## config.mk

```make
export PLATFORM = sky130hd
export DESIGN_NAME = fp_div_sqrt_iter
export DESIGN_NICKNAME = d
export VERILOG_FILES = /design/src/rtl/fp_div_sqrt_iter.sv
export SDC_FILE = /design/constraint.sdc
export NUM_CORES = 1
export LEC_CHECK = 0
export ABC_AREA = 1
export CAP_MARGIN = 20
export CELL_PAD_IN_SITES_DETAIL_PLACEMENT = 2
export CELL_PAD_IN_SITES_GLOBAL_PLACEMENT = 2
export CORE_MARGIN = 2
export CORE_UTILIZATION = 33
export DETAILED_ROUTE_END_ITERATION = 8
export PLACE_DENSITY = 0.87
export SYNTH_ARGS = -nofsm -noshare
export SYNTH_HDL_FRONTEND = slang
export SYNTH_SLANG_ARGS = --single-unit
```

## constraint.sdc

```tcl
create_clock -name clock -period 3.7 [get_ports clock]
set_input_delay 1.11 -clock clock [delete_from_list [all_inputs] [get_ports clock]]
set_output_delay 1.11 -clock clock [all_outputs]
set_load 0.02 [all_outputs]
```

## src/rtl/fp_div_sqrt_iter.sv

```systemverilog
// rtl/fp_div_sqrt_iter.sv - radix-2 iterative mantissa divider / square root
// One result bit per cycle, MSB first; shared restoring datapath for both ops.
module fp_div_sqrt_iter #(
  parameter int MANT_W = 24,
  parameter int Q_W    = MANT_W + 2
) (
  input  logic              clock,
  input  logic              reset,
  input  logic              enable,
  input  logic              op_sqrt,
  input  logic              sqrt_odd,
  input  logic              clear,
  input  logic [MANT_W-1:0] mant_a,
  input  logic [MANT_W-1:0] mant_b,
  output logic [Q_W-1:0]    q,
  output logic              sticky,
  output logic              ready,
  output logic              busy
);

  localparam int REM_W = Q_W + 4;
  localparam int X_W   = 2 * Q_W;
  localparam int CNT_W = $clog2(Q_W);

  typedef enum logic [1:0] {IDLE, ITER, DONE} state_t;

  state_t             state_q, state_d;
  logic [CNT_W-1:0]   cnt_q;
  logic               op_sqrt_q;
  logic [MANT_W-1:0]  b_q;
  logic [X_W-1:0]     x_q;
  logic [REM_W-1:0]   rem_q;
  logic [Q_W-1:0]     acc_q;
  logic [Q_W-1:0]     q_q;
  logic               sticky_q, ready_q, busy_q;

  logic               accept, finish;
  logic [REM_W-1:0]   rem_sh, trial, diff, rem_nxt;
  logic [Q_W-1:0]     acc_nxt;
  logic               take;
  logic [MANT_W:0]    radicand;

  assign accept = (state_q == IDLE) && enable && !clear;
  assign finish = (state_q == ITER) && (cnt_q == '0) && !clear;

  always_comb begin
    state_d = state_q;
    if (clear) begin
      state_d = IDLE;
    end else begin
      case (state_q)
        IDLE:    if (enable) state_d = ITER;
        ITER:    if (cnt_q == '0) state_d = DONE;
        DONE:    state_d = IDLE;
        default: state_d = IDLE;
      endcase
    end
  end

  // Sqrt pulls two radicand bits per step and trials against 4*root+1;
  // divide trials against the divisor and doubles the partial remainder.
  always_comb begin
    rem_sh   = op_sqrt_q ? {rem_q[REM_W-3:0], x_q[X_W-1 -: 2]} : rem_q;
    trial    = op_sqrt_q ? {{(REM_W-Q_W-2){1'b0}}, acc_q, 2'b01}
                         : {{(REM_W-MANT_W){1'b0}}, b_q};
    take     = (rem_sh >= trial);
    diff     = take ? (rem_sh - trial) : rem_sh;
    rem_nxt  = op_sqrt_q ? diff : (diff << 1);
    acc_nxt  = {acc_q[Q_W-2:0], take};
    radicand = sqrt_odd ? {mant_a, 1'b0} : {1'b0, mant_a};
  end

  always_ff @(posedge clock or negedge reset) begin
    if (!reset) state_q <= IDLE;
    else        state_q <= state_d;
  end

  always_ff @(posedge clock or negedge reset) begin
    if (!reset) begin
      cnt_q     <= '0;
      op_sqrt_q <= 1'b0;
      b_q       <= '0;
      x_q       <= '0;
      rem_q     <= '0;
      acc_q     <= '0;
      q_q       <= '0;
      sticky_q  <= 1'b0;
      ready_q   <= 1'b0;
      busy_q    <= 1'b0;
    end else begin
      ready_q <= (state_d == DONE);
      busy_q  <= (state_d != IDLE);
      if (accept) begin
        cnt_q     <= CNT_W'(Q_W - 1);
        op_sqrt_q <= op_sqrt;
        b_q       <= mant_b;
        x_q       <= {radicand, {(X_W-MANT_W-1){1'b0}}};
        rem_q     <= op_sqrt ? '0 : {{(REM_W-MANT_W){1'b0}}, mant_a};
        acc_q     <= '0;
      end else if (state_q == ITER) begin
        cnt_q <= cnt_q - 1'b1;
        x_q   <= {x_q[X_W-3:0], 2'b00};
        rem_q <= rem_nxt;
        acc_q <= acc_nxt;
      end
      if (finish) begin
        q_q      <= acc_nxt;
        sticky_q <= (diff != '0);
      end
    end
  end

  assign q      = q_q;
  assign sticky = sticky_q;
  assign ready  = ready_q;
  assign busy   = busy_q;

endmodule

```

==> flow_summary.ini, run 1 <==
[yosys]
synthTopCellsByArea = dfrtp_1, nand2_1, inv_1
synth_cell_type_count = 40
netlist_instances = 1423
yosysTopAreaCellShare = 0.370
ys_ff_latch = 142
ys_warn_count = 0
synth.avg_cell_area_um2 = 6.74
yosys.area.top_type = dfrtp_1
yosysSeqAreaShare = 0.370
syn-num-nets = 1508
synth_area_um2 = 9590

[grt]
overflow = 0
antenna_found_initial = 4
grt_usage = 0.401
grt_pass1_vias = 13500
grt_max_degree = 78
grt_pass1_wl_um = 89600

[status]
status = complete, but fails checks
failed_checks = negative setup slack

[sta]
layout_min_cycle_time_ns = 4.20
worst_hold_slack_ns = 0.496
relSlewSlack = 0.0679
slew_violations = 0
worst_pin_slew_ns = 1.39
finalCritPeriodShare = 1.14
worst_slack_ns = -0.501
fmax_mhz = 238
fin_skew_ns = 0.0295
report.final.hold_viol_count = 0
rsz0062_at_grt = yes
setup_viol = 31

[drt]
drt_pass1_iterations = 5
drt-initial-drc-count = 1178
avgViaCountPerCell = 6.35
wirelength_um = 76500
drt.antenna.violating_nets = 0
wl_per_cell_um = 38.2
vias = 12700
drcViolationCount = 0

[clocking]
cts_root_buffer = clkbuf_16
clk_path_buf_depth = 2
clkSinkCount = 142
cts_hold_buf = 0
tritoncts = done
cts.clk_slew.worst_paths_ns = 0.09
insertion_delay_ns = 0.49
cts_inserted_buffers = 17
htreeDepth = 4

[worst_setup_path]
crit_required_ns = 4.06
crit_family = simple AND/OR/NAND/NOR gates
path_common_cell = nand2_1
worst-path-buf-inv = 7
crit_fanout = 10
worstPathArrival_ns = 4.56
path_cells = buf_12 -> buf_12 -> buf_16 -> o21ai_1 -> inv_2 -> ha_4 -> nand2_2 -> nor2_2 -> nand3_1 -> nand2_2 -> nand2_1 -> nand2_1 -> xnor2_2 -> nand2_1 -> nand2_2 -> buf_4 -> inv_1 -> nand2_1 -> o2111ai_1 -> o21ai_0 -> inv_1
slowest_delay_ns = 0.52
crit_path_start_kind = flop
critical_path_class = reg -> reg
worstSetupEndpointType = flop
crit_path_top_delay_cell = dfrtp_4

[finish]
syn_to_final_growth_pct = 47.6
drive_gt1_frac = 0.296
instances_no_fill = 2002
nets = 1689
finalCoreUtilization = 0.493
fillCellCount = 3154

[floorplan]
rows = 62
core_um2 = 28700
die_area_um2 = 30500
die_w_um = 175
die_h_um = 175
top_level_ports = 83
start_util = 0.334

[pwr]
p_per_area_nw_per_um2 = 1270
max-vdd-ir-drop_v = 0.000538
leakage_nw = 6.76

[hold_path]
holdCritPathClass = reg -> reg

[job]
cap_violations = 0

[placed_design]
place_inst = 1920
io_buffers = 82
hpwl_um = 32600
globalplace.congestion = 0.908
==> worst reg2reg max path, delay by kind of cell, from the launching register on <==
kind,cells,cell delay [ns]
buffers and inverters,7,0.85
flip-flops,1,0.52
adder cells (fa/ha/maj),1,0.35
AND/OR/NAND/NOR,9,1.60
AO/OA/AOI/OAI,3,0.53
XOR/XNOR,1,0.22
==> layer usage <==
layer | GRT usage | wire length [um] | vias to the layer above
li1 | - | - | 4878
met1 | 0.414 | 25900 | 6355
met2 | 0.678 | 35600 | 962
met3 | 0.0923 | 6070 | 518
met5 | 0 | 33 | -
met4 | 0.364 | 8890 | 6
==> power breakdown <==
group          internal [mW]  switching [mW]  total [mW]
Combinational           4.69            8.99        13.7
Sequential              1.92           0.490        2.41
Clock                  0.932           0.942        1.87
==> layout by cell type, fill, tap and decap left out, types with 13 or more instances in the layout <==
cell / count
o211ai_1: 30
nand2_4: 20
buf_6: 13
nor2_4: 18
o221ai_1: 21
nand2_1: 386
nand3_1: 41
clkdlybuf4s50_1: 81
ha_4: 24
o21ai_2: 15
clkbuf_16: 21
o21ai_0: 48
nand2_2: 86
inv_2: 19
o21ai_4: 28
dfrtp_1: 141
buf_12: 18
nor2_2: 26
o22ai_1: 33
buf_4: 99
or2_2: 18
inv_1: 230
o21ai_1: 21
nor2_1: 38
==> cell type report <==
type | count | area (um2) | share of cell area
Sequential cell | 142 | 3560 | 0.251
Timing Repair Buffer | 217 | 2220 | 0.157
Inverter | 259 | 997 | 0.0704
Tap cell | 384 | 480 | 0.0339
Clock inverter | 12 | 113 | 0.00795
Clock buffer | 20 | 437 | 0.0308
Timing Repair inverter | 2 | 17.5 | 0.00124
Antenna cell | 1 | 2.50 | 0.000177
Multi-Input combinational cell | 965 | 6340 | 0.448
==> cells by family (layout without fill, tap and decap cells) <==
kind of cell	Yosys count	in the layout	synth area share
buffers and inverters	316	510	0.126
AND/OR/NAND/NOR	680	680	0.291
multiplexers	3	3	0.00313
other	0	1	0
XOR/XNOR	13	13	0.0119
adder cells (fa/ha/maj)	31	31	0.0412
flip-flops	142	142	0.370
AO/OA/AOI/OAI	238	238	0.156
==> final timing paths <==
check                      cells past startpoint      start        end  slack, ns
hold reg to reg                                2      q[17]      q[17]       0.50
hold / removal                                 2      q[17]      q[17]       0.50
setup / recovery                              21  op_sqrt_q  rem_q[15]      -0.50
min in group asynchronous                      1      reset  acc_q[25]       0.64
setup reg to reg                              21  op_sqrt_q  rem_q[15]      -0.50
max in group asynchronous                      2      reset    x_q[32]       2.00
==> cells in the mapped netlist (all sizes together) <==
library cell and number:
a211oi 1, a21oi 17, a22oi 1, a31oi 2, and2 1, buf 17, clkbuf 40, clkinv 3
dfrtp 142, fa 1, ha 30, inv 256, mux2i 3, nand2 493, nand3 63, nand3b 7
nand4 10, nor2 82, nor3 4, o2111ai 15, o211ai 30, o21ai 112, o21bai 1, o221ai 21
o22ai 36, o31ai 1, o32ai 1, or2 20, xnor2 13
==> through the flow <==
stage	worst slack (ns)	total power, mW	area [um2]	TNS [ns]
global placement	0.184	9.29	11400	0
global route	-0.605	18.1	14200	-8.97
floorplan	0.504	6.46	9590	0
finish	-0.501	18.0	14200	-8.52
CTS	0.00214	13.0	12600	0
detailed placement	-0.0552	9.84	11400	-0.0552
==> repair_timing <==
item,4_1_cts,5_1_grt
gates cloned,4,5
buffers inserted,17,27
resized for setup,139,314
endpoints found under the setup margin,16,31
pin swaps,16,71
==> registers in the layout (all words and copies together), names as in the netlist <==
name and count:
op_sqrt_q 1, rem_q 30, q 26, sticky 1, ready 1, cnt_q 5, acc_q 26, b_q 24
state_q 2, x_q 25, busy 1
(Power assumes the default switching activity.)
==> run 2: changes to the inputs <==
--- a/config.mk
+++ b/config.mk
@@ -9,7 +9,7 @@
 export CAP_MARGIN = 20
 export CELL_PAD_IN_SITES_DETAIL_PLACEMENT = 2
 export CELL_PAD_IN_SITES_GLOBAL_PLACEMENT = 2
-export CORE_MARGIN = 2
+export CORE_MARGIN = 8
 export CORE_UTILIZATION = 33
 export DETAILED_ROUTE_END_ITERATION = 8
 export PLACE_DENSITY = 0.87
==> run 2 against run 1 <==
Net effect:
- the run still ends with negative setup slack left
- design area down 6.7%
- global-route usage decreased by 12 points
- worst setup slack got worse by 0.078 ns
- register-to-register slack worse by 0.08 ns
- sequential share of layout area grew 1.8 points
- sequential power decreased by 5%
- combinational power is 24% lower
- via count shrank 7.2%
- worst hold slack improved by 0.0086 ns
- sequential cell count did not move
- count of clock-buffer cells in the layout is 2 higher
- clock power rose by 17%
- critical path type unchanged
- critical endpoint is now sticky
- largest cell class unchanged
- largest power group unchanged
==> flow_summary.ini, run 2 (same netlist as run 1, synthesis figures left out) <==
[sta]
worst_slack_ns = -0.578
relSlewSlack = 0.490
slew_violations = 0
worst_pin_slew_ns = 0.765
worst_hold_slack_ns = 0.505
fmax_mhz = 234
layout_min_cycle_time_ns = 4.28
fin_skew_ns = 0.0202
report.final.hold_viol_count = 0
setup_viol = 31
fin_tns_setup_ns = -7.09
finalCritPeriodShare = 1.16

[clocking]
cts_hold_buf = 0
insertion_delay_ns = 0.47
cts_inserted_buffers = 17
clkSinkCount = 142
tritoncts = done
clk_path_buf_depth = 2
cts.clk_slew.worst_paths_ns = 0.07
htreeDepth = 4
cts_root_buffer = clkbuf_16

[status]
status = complete, but fails checks
failed_checks = negative setup slack

[worst_setup_path]
crit_path_top_delay_cell = o21ai_1
critical_path_class = reg -> reg
startpoint = op_sqrt_q
r2r_cells = 22
path_cells = buf_12 -> buf_12 -> buf_6 -> o21ai_1 -> ha_4 -> nand2_1 -> nand2_1 -> inv_1 -> nand3_4 -> nand2_1 -> nand3_1 -> nand2_2 -> buf_12 -> nand3_1 -> nand2_2 -> nand2_1 -> nor2_1 -> nand2_1 -> nor2_2 -> nand2_1 -> nand2_1 -> nand2_1
crit_fanout = 16
worstPathArrival_ns = 4.63
crit_required_ns = 4.05
worstSetupEndpointType = flop
crit_family = simple AND/OR/NAND/NOR gates
crit_path_start_kind = flop
rrSetupSlack_ns = -0.58
reg2reg_from = op_sqrt_q
r2r-end = sticky
worst-path-buf-inv = 5
path_common_cell = nand2_1
slowest_delay_ns = 0.60

[pwr]
power_mw = 14.8
max-vdd-ir-drop_v = 0.000620
leakage_nw = 6.51
p_per_area_nw_per_um2 = 1120

[floorplan]
core_um2 = 28700
die_w_um = 187
die_h_um = 187
die_area_um2 = 34800
rows = 62
top_level_ports = 83
start_util = 0.334

[hold_path]
hold_start = q[16]
hold_end = q[16]
holdCritPathClass = reg -> reg
min_path_cells = 2

[drt]
drt-initial-drc-count = 965
wl_per_cell_um = 31.6
drt.antenna.violating_nets = 0
vias = 11800
drt_pass1_iterations = 5
wirelength_um = 62400
avgViaCountPerCell = 5.98
drcViolationCount = 0

[placed_design]
hpwl_um = 32300
globalplace.congestion = 0.896
dp_slack_ns = -0.129
io_buffers = 82
place_inst = 1902
placed_area_um2 = 11200

[grt]
grt_max_degree = 72
overflow = 0
grt_usage = 0.280
grt_pass1_vias = 12300
antenna_found_initial = 1
grt_pass1_wl_um = 75600

[finish]
fillCellCount = 3255
final_cell_mix = nand2_1, inv_1, dfrtp_1
syn_to_final_growth_pct = 37.6
finalCoreUtilization = 0.460
multiInputGateArea_um2 = 5550
largest_reg_flops = 30
drive_gt1_frac = 0.203
seqCellArea_um2 = 3560
finish.instance_area_um2 = 13200
final_common_cell = nand2_1
instances_no_fill = 1973
nets = 1661
top_register = rem_q

[job]
cap_violations = 0
run 2: worst max-delay path by stage:
stage / end / slack (ns) / cells after the start
detailed placement: sticky / -0.13 / 22
global route: sticky / -0.64 / 22
CTS: sticky / 0.02 / 22
global placement: sticky / -0.05 / 19
floorplan: sticky / 0.50 / 23
finish: sticky / -0.58 / 22
run 2: metal layers:
metal,global-route usage,vias to the layer above,part of all wire
met2,0.488,673,0.48
met4,0.161,0,0.082
met5,0,-,0
met3,0.0464,280,0.068
met1,0.322,6015,0.37
li1,-,4831,-
run 2: layout make-up:
class	count	share of cell area
antenna	1	0.000190
clock buffer	22	0.0367
clock inverter	9	0.0153
inverter	259	0.0746
multi-input combinational	966	0.420
sequential	142	0.269
tap	384	0.0364
timing repair buffer	189	0.147
timing repair inverter	1	0.000663
run 2: worst reg2reg max path: cells and delay by family, from the launching register on:
| kind | cells | cell delay (ns) |
|---|---|---|
| AO/OA/AOI/OAI | 1 | 0.60 |
| adder cells (fa/ha/maj) | 1 | 0.34 |
| buffers and inverters | 5 | 0.80 |
| flip-flops | 1 | 0.51 |
| AND/OR/NAND/NOR | 15 | 1.91 |
run 2: what timing repair did:
action                                  in CTS  in global routing
resized for setup                           27                200
endpoints found under the setup margin      16                 30
pin swaps                                    0                 28
setup buffers                                4                 23
endpoints found under the hold margin        0                  0
gates cloned                                 1                 11
run 2: report_power, final:
group          switching, mW  leakage (nW)  internal [mW]
Combinational           6.87          4.43           3.51
Clock                  0.847         0.337           1.34
Sequential             0.360          1.75           1.92
==> run 3: changes to the inputs <==
--- a/config.mk
+++ b/config.mk
@@ -13,6 +13,7 @@
 export CORE_UTILIZATION = 33
 export DETAILED_ROUTE_END_ITERATION = 8
 export PLACE_DENSITY = 0.87
+export RECOVER_POWER = 100
 export SYNTH_ARGS = -nofsm -noshare
 export SYNTH_HDL_FRONTEND = slang
 export SYNTH_SLANG_ARGS = --single-unit
==> run 3 against run 2 <==
Net effect:
- the run ends with max-capacitance violations, max-slew violations, negative setup slack left
- first-iteration DRC count up 11%
- register-to-register slack about the same
- final cell count is the same
- combinational power barely moved
- worst setup slack better by 0.0035 ns
==> flow_summary.ini, run 3 (same netlist as run 1, synthesis figures left out) <==
[floorplan]
start_util = 0.334
top_level_ports = 83
die_w_um = 187
die_h_um = 187
rows = 62
core_um2 = 28700
die_area_um2 = 34800

[sta]
fin_skew_ns = 0.0195
relSlewSlack = -0.359
setup_viol = 31
fmax_mhz = 234
slew_violations = 99
finalCritPeriodShare = 1.16
worst_pin_slew_ns = 2.04
worst_slack_ns = -0.575
layout_min_cycle_time_ns = 4.27
report.final.hold_viol_count = 0

[clocking]
cts_root_buffer = clkbuf_16
insertion_delay_ns = 0.48
clkSinkCount = 142
htreeDepth = 4
tritoncts = done
cts_inserted_buffers = 17
clk_path_buf_depth = 2
cts.clk_slew.worst_paths_ns = 0.07

[finish]
finalCoreUtilization = 0.458
syn_to_final_growth_pct = 37.1
top_register = rem_q
nets = 1661
final_cell_mix = nand2_1, inv_1, dfrtp_1
final_common_cell = nand2_1
seqCellArea_um2 = 3560
instances_no_fill = 1973
largest_reg_flops = 30
finish.instance_area_um2 = 13200
multiInputGateArea_um2 = 5550
drive_gt1_frac = 0.200
fillCellCount = 3265

[grt]
antenna_found_initial = 1
grt_pass1_vias = 12300
grt_pass1_wl_um = 75600
grt_usage = 0.280
grt_max_degree = 72
overflow = 0

[placed_design]
globalplace.congestion = 0.896
place_inst = 1902
io_buffers = 82
hpwl_um = 32300
placed_area_um2 = 11200

[worst_setup_path]
crit_family = simple AND/OR/NAND/NOR gates
critical_path_class = reg -> reg
crit_path_start_kind = flop
worst-path-buf-inv = 5
rrSetupSlack_ns = -0.57
slowest_delay_ns = 0.60
crit_path_top_delay_cell = o21ai_1
worstSetupEndpointType = flop
path_cells = buf_12 -> buf_12 -> buf_6 -> o21ai_1 -> ha_4 -> nand2_1 -> nand2_1 -> inv_1 -> nand3_4 -> nand2_1 -> nand3_1 -> nand2_2 -> buf_12 -> nand3_1 -> nand2_2 -> nand2_1 -> nor2_1 -> nand2_1 -> nor2_2 -> nand2_1 -> nand2_1 -> nand2_1
path_common_cell = nand2_1
crit_required_ns = 4.05
worstPathArrival_ns = 4.63
crit_fanout = 16

[pwr]
netSwitchingFraction = 0.545
max-vdd-ir-drop_v = 0.000641
leakage_nw = 6.50
p_per_area_nw_per_um2 = 1130
p_comb_frac = 0.699
power_frac_seq = 0.154
p_int_mw = 6.75
p_sw_mw = 8.09
clkPwrFrac = 0.147

[status]
failed_checks = max-capacitance violations, max-slew violations, negative setup slack
status = complete, but fails checks

[drt]
avgViaCountPerCell = 5.99
drcViolationCount = 0
drt-initial-drc-count = 1075
wl_per_cell_um = 31.6
wirelength_um = 62400
drt.antenna.violating_nets = 0
drt_pass1_iterations = 7
vias = 11800

[job]
cap_violations = 2

[hold_path]
holdCritPathClass = reg -> reg
[run 3: power groups by stage]
stage | registers [mW] | logic (mW) | clock network (mW)
2_1_floorplan | 2.10 | 4.36 | 0
3_3_place_gp | 2.15 | 6.78 | 0
3_5_place_dp | 2.19 | 7.17 | 0
4_1_cts | 2.20 | 7.70 | 2.15
5_1_grt | 2.28 | 10.7 | 2.23
6_report | 2.28 | 10.4 | 2.19
[run 3: what timing repair did]
item,4_1_cts,5_1_grt
hold buffers,0,0
setup buffers,4,23
pin swaps,0,28
setup endpoints to repair,16,30
gates resized for setup,27,200
gates cloned,1,11
[run 3: worst min-delay path, delay by kind of cell, from the launching register on]
kind / cells / cell delay (ns)
AO/OA/AOI/OAI: 1 / 0.07
flip-flops: 1 / 0.34
AND/OR/NAND/NOR: 1 / 0.05
[run 3: area by class of cell]
| type | count | share of cell area |
|---|---|---|
| multi-input cells | 966 | 0.422 |
| flip-flops and latches | 142 | 0.270 |
| repair buffers | 189 | 0.143 |
| inverters | 259 | 0.0749 |
| clock buffers | 22 | 0.0368 |
| well taps | 384 | 0.0365 |
| clock inverters | 9 | 0.0154 |
| repair inverters | 1 | 0.000666 |
| diodes | 1 | 0.000190 |
[run 3: stage by stage]
step	total power, mW	hold WS, ns	TNS [ns]	worst slack [ns]
detailed placement	9.36	0.471	-0.129	-0.129
global placement	8.94	0.458	-0.0481	-0.0481
floorplan	6.46	0.441	0	0.504
global route	15.2	0.526	-10.10	-0.640
CTS	12.1	0.487	0	0.0198
finish	14.8	0.499	-7.98	-0.575
[run 3: layer usage]
metal	up-vias	GRT usage	routed length, um
met5	-	0	0
met4	0	0.161	5080
met3	280	0.0464	4190
met2	700	0.488	30400
met1	6004	0.322	22800
li1	4832	-	-
[run 3: path summary, 6_finish.rpt]
check                           from   endpoint  cells past startpoint
max                        op_sqrt_q     sticky                     22
min                            q[16]      q[16]                      2
max reg2reg                op_sqrt_q     sticky                     22
min reg2reg                    q[16]      q[16]                      2
max in group asynchronous      reset    x_q[28]                      2
min in group asynchronous      reset  rem_q[26]                      1
